### config.mk
export PLATFORM = sky130hd
export DESIGN_NAME = ctrl_pipe_id
export DESIGN_NICKNAME = d
export VERILOG_FILES = /design/src/rtl/ctrl_pipe_id.sv
export SDC_FILE = /design/constraint.sdc
export NUM_CORES = 1
export LEC_CHECK = 0
export CORE_MARGIN = 5
export CORE_UTILIZATION = 27
export CTS_CLUSTER_SIZE = 30
export DETAILED_ROUTE_END_ITERATION = 16
export GPL_TIMING_DRIVEN = 0
export PLACE_DENSITY = 0.6
export SYNTH_ARGS = -nofsm -noshare
export SYNTH_HDL_FRONTEND = slang
export SYNTH_SLANG_ARGS = --single-unit
### constraint.sdc
create_clock -name clk -period 4.2 [get_ports clk]
set_clock_uncertainty 0.1 [all_clocks]
set_input_delay 0.84 -clock clk [delete_from_list [all_inputs] [get_ports clk]]
set_output_delay 0.84 -clock clk [all_outputs]
set_load 0.005 [all_outputs]
### src/rtl/ctrl_pipe_id.sv
// ctrl_pipe_id: registered ID-stage decoder with load-use stall and syscall halt sequencing.
// Optional macro CTRL_STALL_COUNTER_EN enables the saturating load-use stall counter.
module ctrl_pipe_id #(
    parameter int REG_W        = 5,
    parameter int DRAIN_CYCLES = 3,
    parameter int STALL_CNT_W  = 32,
    parameter int LINK_REG     = 31
) (
    input  logic                   clk,
    input  logic                   rst_n,
    input  logic                   id_valid,
    input  logic [5:0]             id_op,
    input  logic [5:0]             id_func,
    input  logic [REG_W-1:0]       id_rs,
    input  logic [REG_W-1:0]       id_rt,
    input  logic [REG_W-1:0]       id_rd,
    input  logic                   ex_flush,
    input  logic                   resume,
    output logic                   stall,
    output logic                   ex_valid,
    output logic [3:0]             ex_alu_op,
    output logic                   ex_memtoreg,
    output logic                   ex_memwrite,
    output logic                   ex_alu_src,
    output logic                   ex_regwrite,
    output logic                   ex_signedext,
    output logic                   ex_shiftv,
    output logic                   ex_lui,
    output logic [2:0]             ex_br,
    output logic                   ex_jal,
    output logic [1:0]             ex_mode,
    output logic [REG_W-1:0]       ex_wreg,
    output logic                   halted,
    output logic [STALL_CNT_W-1:0] stall_count
);
    typedef struct packed {
        logic             valid;
        logic [3:0]       alu_op;
        logic             memtoreg;
        logic             memwrite;
        logic             alu_src;
        logic             regwrite;
        logic             signedext;
        logic             shiftv;
        logic             lui;
        logic [2:0]       br;
        logic             jal;
        logic [1:0]       mode;
        logic [REG_W-1:0] wreg;
    } ctrl_t;
    typedef enum logic [1:0] {RUN, DRAIN, HALTED} state_t;
    ctrl_t dec, ex;
    state_t state;
    logic [3:0] cnt;
    logic r_ok, is_sys, rs_used, rt_used, hz, issue;
    assign is_sys  = id_op == 6'd0 && id_func == 6'd12;
    assign r_ok    = id_func inside {6'd0, 6'd2, 6'd3, 6'd4, 6'd6, 6'd7, 6'd8,
                                     [6'd32:6'd39], 6'd42, 6'd43};
    assign rs_used = !(id_op inside {6'd2, 6'd3, 6'd15} ||
                       (id_op == 6'd0 && id_func inside {6'd0, 6'd2, 6'd3}));
    assign rt_used = (id_op == 6'd0 && id_func != 6'd12 && id_func != 6'd8) ||
                     id_op inside {6'd4, 6'd5, 6'd40, 6'd41, 6'd43};
    assign hz = id_valid && ex.valid && ex.memtoreg && ex.wreg != '0 &&
                ((rs_used && id_rs == ex.wreg) || (rt_used && id_rt == ex.wreg));
    assign stall = state != RUN || (hz && !ex_flush);
    assign issue = state == RUN && id_valid && !ex_flush && !hz && !is_sys;
    always_comb begin
        dec       = '0;
        dec.valid = 1'b1;
        dec.wreg  = id_op == 6'd3 ? REG_W'(LINK_REG) : id_rt;
        case (id_op)
            6'd0: begin
                case (id_func)
                    6'd2, 6'd6:   dec.alu_op = 4'd2;
                    6'd3, 6'd7:   dec.alu_op = 4'd1;
                    6'd32, 6'd33: dec.alu_op = 4'd5;
                    6'd34, 6'd35: dec.alu_op = 4'd6;
                    6'd36:        dec.alu_op = 4'd7;
                    6'd37:        dec.alu_op = 4'd8;
                    6'd38:        dec.alu_op = 4'd9;
                    6'd39:        dec.alu_op = 4'd10;
                    6'd42:        dec.alu_op = 4'd11;
                    6'd43:        dec.alu_op = 4'd12;
                    default:      dec.alu_op = 4'd0;
                endcase
                dec.shiftv   = id_func inside {6'd4, 6'd6, 6'd7};
                dec.br       = id_func == 6'd8 ? 3'd7 : 3'd0;
                dec.regwrite = r_ok && id_func != 6'd8;
                dec.wreg     = r_ok ? id_rd : '0;
            end
            6'd1: {dec.br, dec.alu_op, dec.signedext} = {3'd5, 4'd6, 1'b1};
            6'd2: dec.br = 3'd6;
            6'd3: {dec.br, dec.jal, dec.regwrite} = {3'd6, 1'b1, 1'b1};
            6'd4, 6'd5, 6'd6, 6'd7: begin
                dec.br        = id_op[2:0] - 3'd3;
                dec.alu_op    = 4'd6;
                dec.signedext = 1'b1;
            end
            6'd8, 6'd9, 6'd10, 6'd11: begin
                dec.alu_op    = id_op == 6'd10 ? 4'd11 : id_op == 6'd11 ? 4'd12 : 4'd5;
                dec.alu_src   = 1'b1;
                dec.regwrite  = 1'b1;
                dec.signedext = 1'b1;
            end
            6'd12, 6'd13, 6'd14: begin
                dec.alu_op   = id_op[3:0] - 4'd5;
                dec.alu_src  = 1'b1;
                dec.regwrite = 1'b1;
            end
            6'd15: {dec.lui, dec.alu_op, dec.alu_src, dec.regwrite} = {1'b1, 4'd5, 1'b1, 1'b1};
            6'd32, 6'd33, 6'd35, 6'd36, 6'd37, 6'd40, 6'd41, 6'd43: begin
                dec.memtoreg  = !id_op[3];
                dec.memwrite  = id_op[3];
                dec.regwrite  = !id_op[3];
                dec.alu_src   = 1'b1;
                dec.signedext = 1'b1;
                dec.alu_op    = 4'd5;
                dec.mode      = id_op[1:0] == 2'b11 ? 2'd2 : {1'b0, id_op[0]};
            end
            default: dec.wreg = '0;
        endcase
    end
    always_ff @(posedge clk or negedge rst_n) begin
        if (!rst_n) begin
            ex     <= '0;
            state  <= RUN;
            cnt    <= '0;
            halted <= 1'b0;
        end else begin
            ex <= issue ? dec : '0;
            case (state)
                RUN: if (id_valid && is_sys && !ex_flush && !hz) begin
                    state <= DRAIN;
                    cnt   <= 4'(DRAIN_CYCLES);
                end
                DRAIN: if (cnt == '0) begin
                    state  <= HALTED;
                    halted <= 1'b1;
                end else cnt <= cnt - 4'd1;
                default: if (resume) begin
                    state  <= RUN;
                    halted <= 1'b0;
                end
            endcase
        end
    end
`ifdef CTRL_STALL_COUNTER_EN
    always_ff @(posedge clk or negedge rst_n) begin
        if (!rst_n) stall_count <= '0;
        else if (state == RUN && hz && !ex_flush && !(&stall_count)) stall_count <= stall_count + 1'b1;
    end
`else
    assign stall_count = '0;
`endif
    assign ex_valid     = ex.valid;
    assign ex_alu_op    = ex.alu_op;
    assign ex_memtoreg  = ex.memtoreg;
    assign ex_memwrite  = ex.memwrite;
    assign ex_alu_src   = ex.alu_src;
    assign ex_regwrite  = ex.regwrite;
    assign ex_signedext = ex.signedext;
    assign ex_shiftv    = ex.shiftv;
    assign ex_lui       = ex.lui;
    assign ex_br        = ex.br;
    assign ex_jal       = ex.jal;
    assign ex_mode      = ex.mode;
    assign ex_wreg      = ex.wreg;
endmodule

==> results of run 1 <==
## power by group through the flow
stage	Sequential, W	Combinational (W)	Clock, W
floorplan	0.000303	0.000105	0
global placement	0.000303	0.000170	0
detailed placement	0.000303	0.000171	0
CTS	0.000297	0.000174	0.000244
global route	0.000298	0.000200	0.000255
finish	0.000297	0.000181	0.000235
## sequential cells by signal, indices dropped and copies added (netlist names)
name	cells
ex_wreg	5
cnt	4
ex_alu_op	4
ex_br	3
ex_mode	2
state	2
ex_alu_src	1
ex_jal	1
ex_lui	1
ex_memtoreg	1
ex_memwrite	1
ex_regwrite	1
ex_shiftv	1
ex_signedext	1
ex_valid	1
halted	1
## through the flow
step / total power, W / setup TNS (ns) / instances / cell area [sq um] / worst slack [ns]
floorplan: 0.0004075 / 0 / 313 / 2465 / 1.014
global placement: 0.0004726 / -0.5099 / 473 / 3120 / -0.5099
global route: 0.0007534 / 0 / 480 / 3291 / 0.02182
CTS: 0.0007161 / 0 / 480 / 3247 / 0.02293
detailed placement: 0.0004738 / -0.5613 / 473 / 3120 / -0.5613
finish: 0.0007133 / 0 / 480 / 3291 / 0.1115
## cells in the final DEF, fill, tap and decap left out, types with 3 or more instances in the layout
cell / count
nor2_1: 35
nand2_1: 18
nand3b_1: 3
nor3_1: 10
o211ai_1: 3
o21ai_0: 11
clkbuf_8: 6
clkbuf_1: 7
nand3_1: 7
conb_1: 32
dfrtp_1: 30
ha_1: 6
clkdlybuf4s50_1: 47
a31oi_1: 6
ha_4: 3
xor2_1: 8
clkbuf_2: 3
a21oi_1: 15
a2bb2oi_1: 6
nand2b_1: 5
inv_1: 14
buf_4: 33
## per-layer routing
layer / vias to the layer above / part of all wire [%] / GRT usage, %
li1: 1106 / - / -
met1: 999 / 42 / 15.35
met2: 94 / 47 / 19.98
met3: 16 / 7.4 / 2.347
met4: 0 / 3.7 / 5.876
met5: - / 0 / 0
## final cells by class
| class | instances | area [sq um] | share of cell area, % |
|---|---|---|---|
| tap | 108 | 135.1 | 4.106 |
| sequential | 30 | 750.7 | 22.81 |
| multi-input combinational | 223 | 1435 | 43.61 |
| clock buffer | 7 | 86.33 | 2.624 |
| inverter | 15 | 56.30 | 1.711 |
| clock inverter | 1 | 5.005 | 0.1521 |
| buffer | 43 | 300.3 | 9.125 |
| timing repair buffer | 53 | 521.8 | 15.86 |
## cells by family (layout without fill, tap and decap cells)
group / Yosys count / after routing / synth area share, %
flip-flops: 30 / 30 / 31.97
AO/OA/AOI/OAI: 68 / 68 / 19.66
buffers and inverters: 60 / 119 / 15.40
AND/OR/NAND/NOR: 102 / 102 / 23.23
adder cells (fa/ha/maj): 11 / 11 / 5.860
other: 1 / 32 / 0.1597
XOR/XNOR: 10 / 10 / 3.730
## repair_timing
| action | in CTS | in global routing |
|---|---|---|
| gates resized for setup | 12 | 14 |
| endpoints found under the setup margin | 1 | 1 |
| pin swaps | 1 | 0 |
| setup buffers | 1 | 0 |
## worst register-to-register path, stage by stage, from the launching register on
cell     delay, ns
dfrtp_1       0.43
xor2_1        0.16
nor3_1        0.27
nand4_1       0.18
o22ai_2       0.23
buf_4         0.14
a211o_1       0.17
buf_2         0.24
nor2_1        0.08
## how the worst max path moves through the flow
stage,start,end
2_1_floorplan,id_op[0],stall
3_3_place_gp,id_op[0],stall
3_5_place_dp,id_op[0],stall
4_1_cts,id_func[0],stall
5_1_grt,id_op[5],stall
6_report,id_op[5],stall
==> reports/results.tsv, run 1 <==
metric	value	unit
total global routing overflow	0	
share of layout cells above drive strength 1	18.55	%
DR WL/cell	13.45	microns
synth unique cells	57	
DP HPWL	5219	microns
Crit path depth	9	
worst skew pair latency	0.27	ns
TritonCTS clock tree	done	
reg2reg setup slack	2.10	ns
Max clock buf depth	2	
largest cells by area after synthesis	dfrtp_1, buf_4, ha_1, nor2_1, a21oi_1	
die area	10660	sq um
detailed-route vias per instance	4.615	
worst path buffer plus inverter count	4	
Final period util	97.34	%
Most Frequent Cell on Critical Path	clkdlybuf4s50_1	
CP max stage cell	clkdlybuf4s50_1	
Die H	103.3	microns
Post-Route WL	6454	microns
Ports	89	
Hold Worst Slack	0.4330	ns
Yosys reg bits	30	
# diodes	0	
Tightest Hold Check Type	reg -> reg	
delay-heaviest family, CP	buffers and inverters	
Yosys top cell area share	31.97	%
Initial Util	27.33	%
Peak Freq	244.6	MHz
area grow syn2layout	40.12	%
top-count cell post-synth	nor2_1	
CTS Root Buffer Type	clkbuf_8	
H-tree levels	2	
total of max-cap violations	0	
Final ANT Viol Nets	0	
setup violators final	0	
# rows	34	
RR Endpoint	ex_wreg[2]$_DFF_PN0_	
PortBufs	52	
Worst-Margin Slew	1.106	ns
Vias	2215	
pwr/cell area	216.8	nW/um^2
proportion of power drawn by combinational gates	25.3	%
biggest area consumer among synthesized cells	dfrtp_1	
CP max FO	10	
Most used DFF post-synth	dfrtp_1	
Mapped Cells	282	
clk slew on worst S/H paths	0.06	ns
worst endpoint required time	3.26	ns
Final Wtd Congestion	0.8878	
cell count of the worst reg-to-reg path	8	
clk sink count	30	
largest vdd supply drop	0.1116	mV
initial antenna violation count	0	
share of power burned in registers	41.7	%
Avg Synthesized Cell Area	8.328	sq um
Hold Path Depth	1	
number of global-route vias before repair	2185	
synth cell count leaders	nor2_1, buf_4, dfrtp_1	
Synth Cell Area	2349	sq um
switching share of total power	27.71	%
CORE AREA	8593	sq um
first-pass GRT wire length	10300	microns
final core occ	38.29	%
DRT Pass-1 Iters	4	
CP cell instances	clkdlybuf4s50_1 -> clkbuf_2 -> nor2_1 -> a32oi_2 -> nand4_1 -> o22ai_2 -> inv_1 -> o21ai_1 -> clkdlybuf4s50_1	
Switch Pwr	0.0001977	W
headroom to the max-slew limit	25.57	%
hold path startpoint	state[1]$_DFFE_PN0P_	
Initial DRC Count	165	
clock period minus worst slack	4.088	ns
Worst R2R Start	ex_wreg[4]$_DFF_PN0_	
Pleak	1.470	nW
critical path arrival	3.15	ns
# hold bufs at CTS	0	
largest net degree at the start of global routing	31	
# DRC	0	
die span in x	103.3	microns
Final Hold Vio Count	0	
CP Launch Type	input pin	
outcome	finished clean	
Synth async-reset ratio	100.0	%
critical path class	in -> out	
YS warnings	0	
EDFF count, synth	0	
internal power	0.0005157	W
CP Capture Type	output port	
total CTS buffers	5	
# fillers	893	
final net count	414	
slowest stage delay, CP	0.53	ns
gr usage total	12.18	%
Slew Viols, Final	0	
RSZ-0062 raised after global routing	false	
Hold EP	halted$_DFFE_PN0P_	
Clock power frac	33.0	%
sequential area share after synthesis	31.97	%
Power figures use the tool's default switching activity.
==> inputs of run 2 (changes only) <==
Clock period 4.2 ns to 4.1 ns, I/O delays scaled along.
==> run 2 against run 1 <==
First-iteration DRC count shrank 13%. Cell count grew 0.21%. Combinational power is essentially flat. Count of clock-buffer cells in the layout is the same. Non-clock buffer count grew 1. Critical path type unchanged. Largest cell class unchanged. Largest power group unchanged.
==> reports/results.tsv, run 2 (synthesis gave the netlist of run 1 again) <==
metric	value	unit	change
total power	0.0007283	W	+2.1%
setup violators final	0		unchanged
Final period util	97.51	%	
CTS Root Buffer Type	clkbuf_8		
final core occ	38.15	%	-0.15 points
Slew Viols, Final	0		unchanged
area grow syn2layout	39.58	%	
largest net degree at the start of global routing	31		unchanged
RR Endpoint	ex_wreg[3]$_DFF_PN0_		
die span in x	103.3	microns	unchanged
CP max stage cell	clkdlybuf4s50_1		
commonest non-fill, non-tap cell in the layout	clkdlybuf4s50_1		
Pleak	1.455	nW	-0.98%
dpl cell area	3120	sq um	unchanged
PortBufs	52		unchanged
slowest stage delay, CP	0.53	ns	about the same
Hold Worst Slack	0.4343	ns	+0.001360 ns
first-pass GRT wire length	10320	microns	+0.14%
H-tree levels	2		unchanged
Most Frequent Cell on Critical Path	clkdlybuf4s50_1		
most frequent cells in the layout	clkdlybuf4s50_1, nor2_1, buf_4		
gr usage total	12.19	%	+0.014 points
reg2reg setup slack	1.99	ns	-0.11 ns
total global routing overflow	0		unchanged
clk sink count	30		unchanged
# DRC	0		unchanged
DP HPWL	5219	microns	unchanged
critical path arrival	3.08	ns	-0.07 ns
# rows	34		unchanged
headroom to the max-slew limit	25.23	%	-0.35 points
final net count	415		+0.24%
Largest register FFs	5		unchanged
Vias	2224		+0.41%
# hold bufs at CTS	0		unchanged
largest vdd supply drop	0.1143	mV	+2.4%
Final Cell Area	3278	sq um	-0.38%
Post-Route WL	6437	microns	-0.26%
pwr/cell area	222.2	nW/um^2	+2.5%
capture point of the worst path	stall		
TritonCTS clock tree	done		
Tightest Hold Check Type	reg -> reg		
critical path class	in -> out		
Worst-Margin Slew	1.111	ns	+0.005134 ns
worst endpoint required time	3.18	ns	-0.08 ns
CORE AREA	8593	sq um	unchanged
CP max FO	10		unchanged
Final Hold Vio Count	0		unchanged
detailed-route vias per instance	4.624		+0.20%
DRT Pass-1 Iters	4		unchanged
# diodes	0		unchanged
Ports	89		unchanged
clock period minus worst slack	3.998	ns	
number of global-route vias before repair	2186		+0.046%
Peak Freq	250.1	MHz	
Worst Setup SP	id_op[5]		
Final Wtd Congestion	0.8878		unchanged
total CTS buffers	5		unchanged
Initial DRC Count	144		-13%
Worst R2R Start	ex_wreg[4]$_DFF_PN0_		
RSZ-0062 raised after global routing	false		
DR WL/cell	13.38	microns	-0.47%
Max clock buf depth	2		unchanged
cell count of the worst reg-to-reg path	8		unchanged
Die H	103.3	microns	unchanged
initial antenna violation count	0		unchanged
worst skew pair latency	0.27	ns	about the same
Initial Util	27.33	%	unchanged
die area	10660	sq um	unchanged
outcome	finished clean		
CP Capture Type	output port		
clk slew on worst S/H paths	0.06	ns	about the same
CP cell instances	clkdlybuf4s50_1 -> clkbuf_4 -> nor2_1 -> a32oi_2 -> nand4_1 -> o22ai_2 -> inv_1 -> o21ai_1 -> clkdlybuf4s50_1		
share of layout cells above drive strength 1	17.96	%	-0.59 points
total of max-cap violations	0		unchanged
CP Launch Type	input pin		
Final ANT Viol Nets	0		unchanged
run 2: layout make-up:
| class | instances | area, sq um |
|---|---|---|
| Clock inverter | 1 | 5.005 |
| Inverter | 15 | 56.30 |
| Sequential cell | 30 | 750.7 |
| Fill cell | 893 | 5315 |
| Multi-Input combinational cell | 223 | 1421 |
| Clock buffer | 7 | 86.33 |
| Tap cell | 108 | 135.1 |
| Buffer | 43 | 301.5 |
| Timing Repair Buffer | 54 | 521.8 |
run 2: worst min path at each step:
| stage | end | depth (start not counted) | startpoint | slack [ns] |
|---|---|---|---|---|
| after floorplan | halted$_DFFE_PN0P_ | 1 | state[1]$_DFFE_PN0P_ | 0.39 |
| after global placement | halted$_DFFE_PN0P_ | 1 | state[1]$_DFFE_PN0P_ | 0.41 |
| after detailed placement | halted$_DFFE_PN0P_ | 1 | state[1]$_DFFE_PN0P_ | 0.42 |
| after CTS | halted$_DFFE_PN0P_ | 1 | state[1]$_DFFE_PN0P_ | 0.44 |
| after global routing | halted$_DFFE_PN0P_ | 1 | state[1]$_DFFE_PN0P_ | 0.47 |
| final | halted$_DFFE_PN0P_ | 1 | state[1]$_DFFE_PN0P_ | 0.43 |
run 2: worst max-delay path, delay by kind of cell:
| family | cells | cell delay [ns] |
|---|---|---|
| buf+inv | 4 | 1.33 |
| compound gates | 3 | 0.66 |
| simple gates | 2 | 0.26 |
run 2: through the flow:
| stage | worst slack (ns) | TNS [ns] | std cells |
|---|---|---|---|
| 6_report | 0.1019 | 0 | 481 |
| 5_1_grt | 0.005637 | 0 | 481 |
| 4_1_cts | 0.003709 | 0 | 481 |
| 3_5_place_dp | -0.6213 | -0.6213 | 473 |
| 3_3_place_gp | -0.5699 | -0.5699 | 473 |
| 2_1_floorplan | 0.9535 | 0 | 313 |
run 2: per-layer routing:
layer / wire, microns / up-vias / GRT usage, %
li1: - / 1106 / -
met4: 242 / 0 / 5.876
met2: 3003 / 91 / 20.03
met3: 461 / 16 / 2.347
met1: 2729 / 1011 / 15.35
met5: 0 / - / 0
run 2: what timing repair did:
item | CTS | global route
gates resized for setup | 19 | 4
buffers inserted | 2 | 0
hold endpoints to repair | 0 | 0
endpoints found under the setup margin | 1 | 1
pin swaps | 3 | 1
run 2: power by group:
| group | internal [W] | switching, W |
|---|---|---|
| sequential | 0.000301 | 0.00000352 |
| clock | 0.000135 | 0.000106 |
| combinational | 0.0000901 | 0.0000924 |
| total | 0.000526 | 0.000202 |
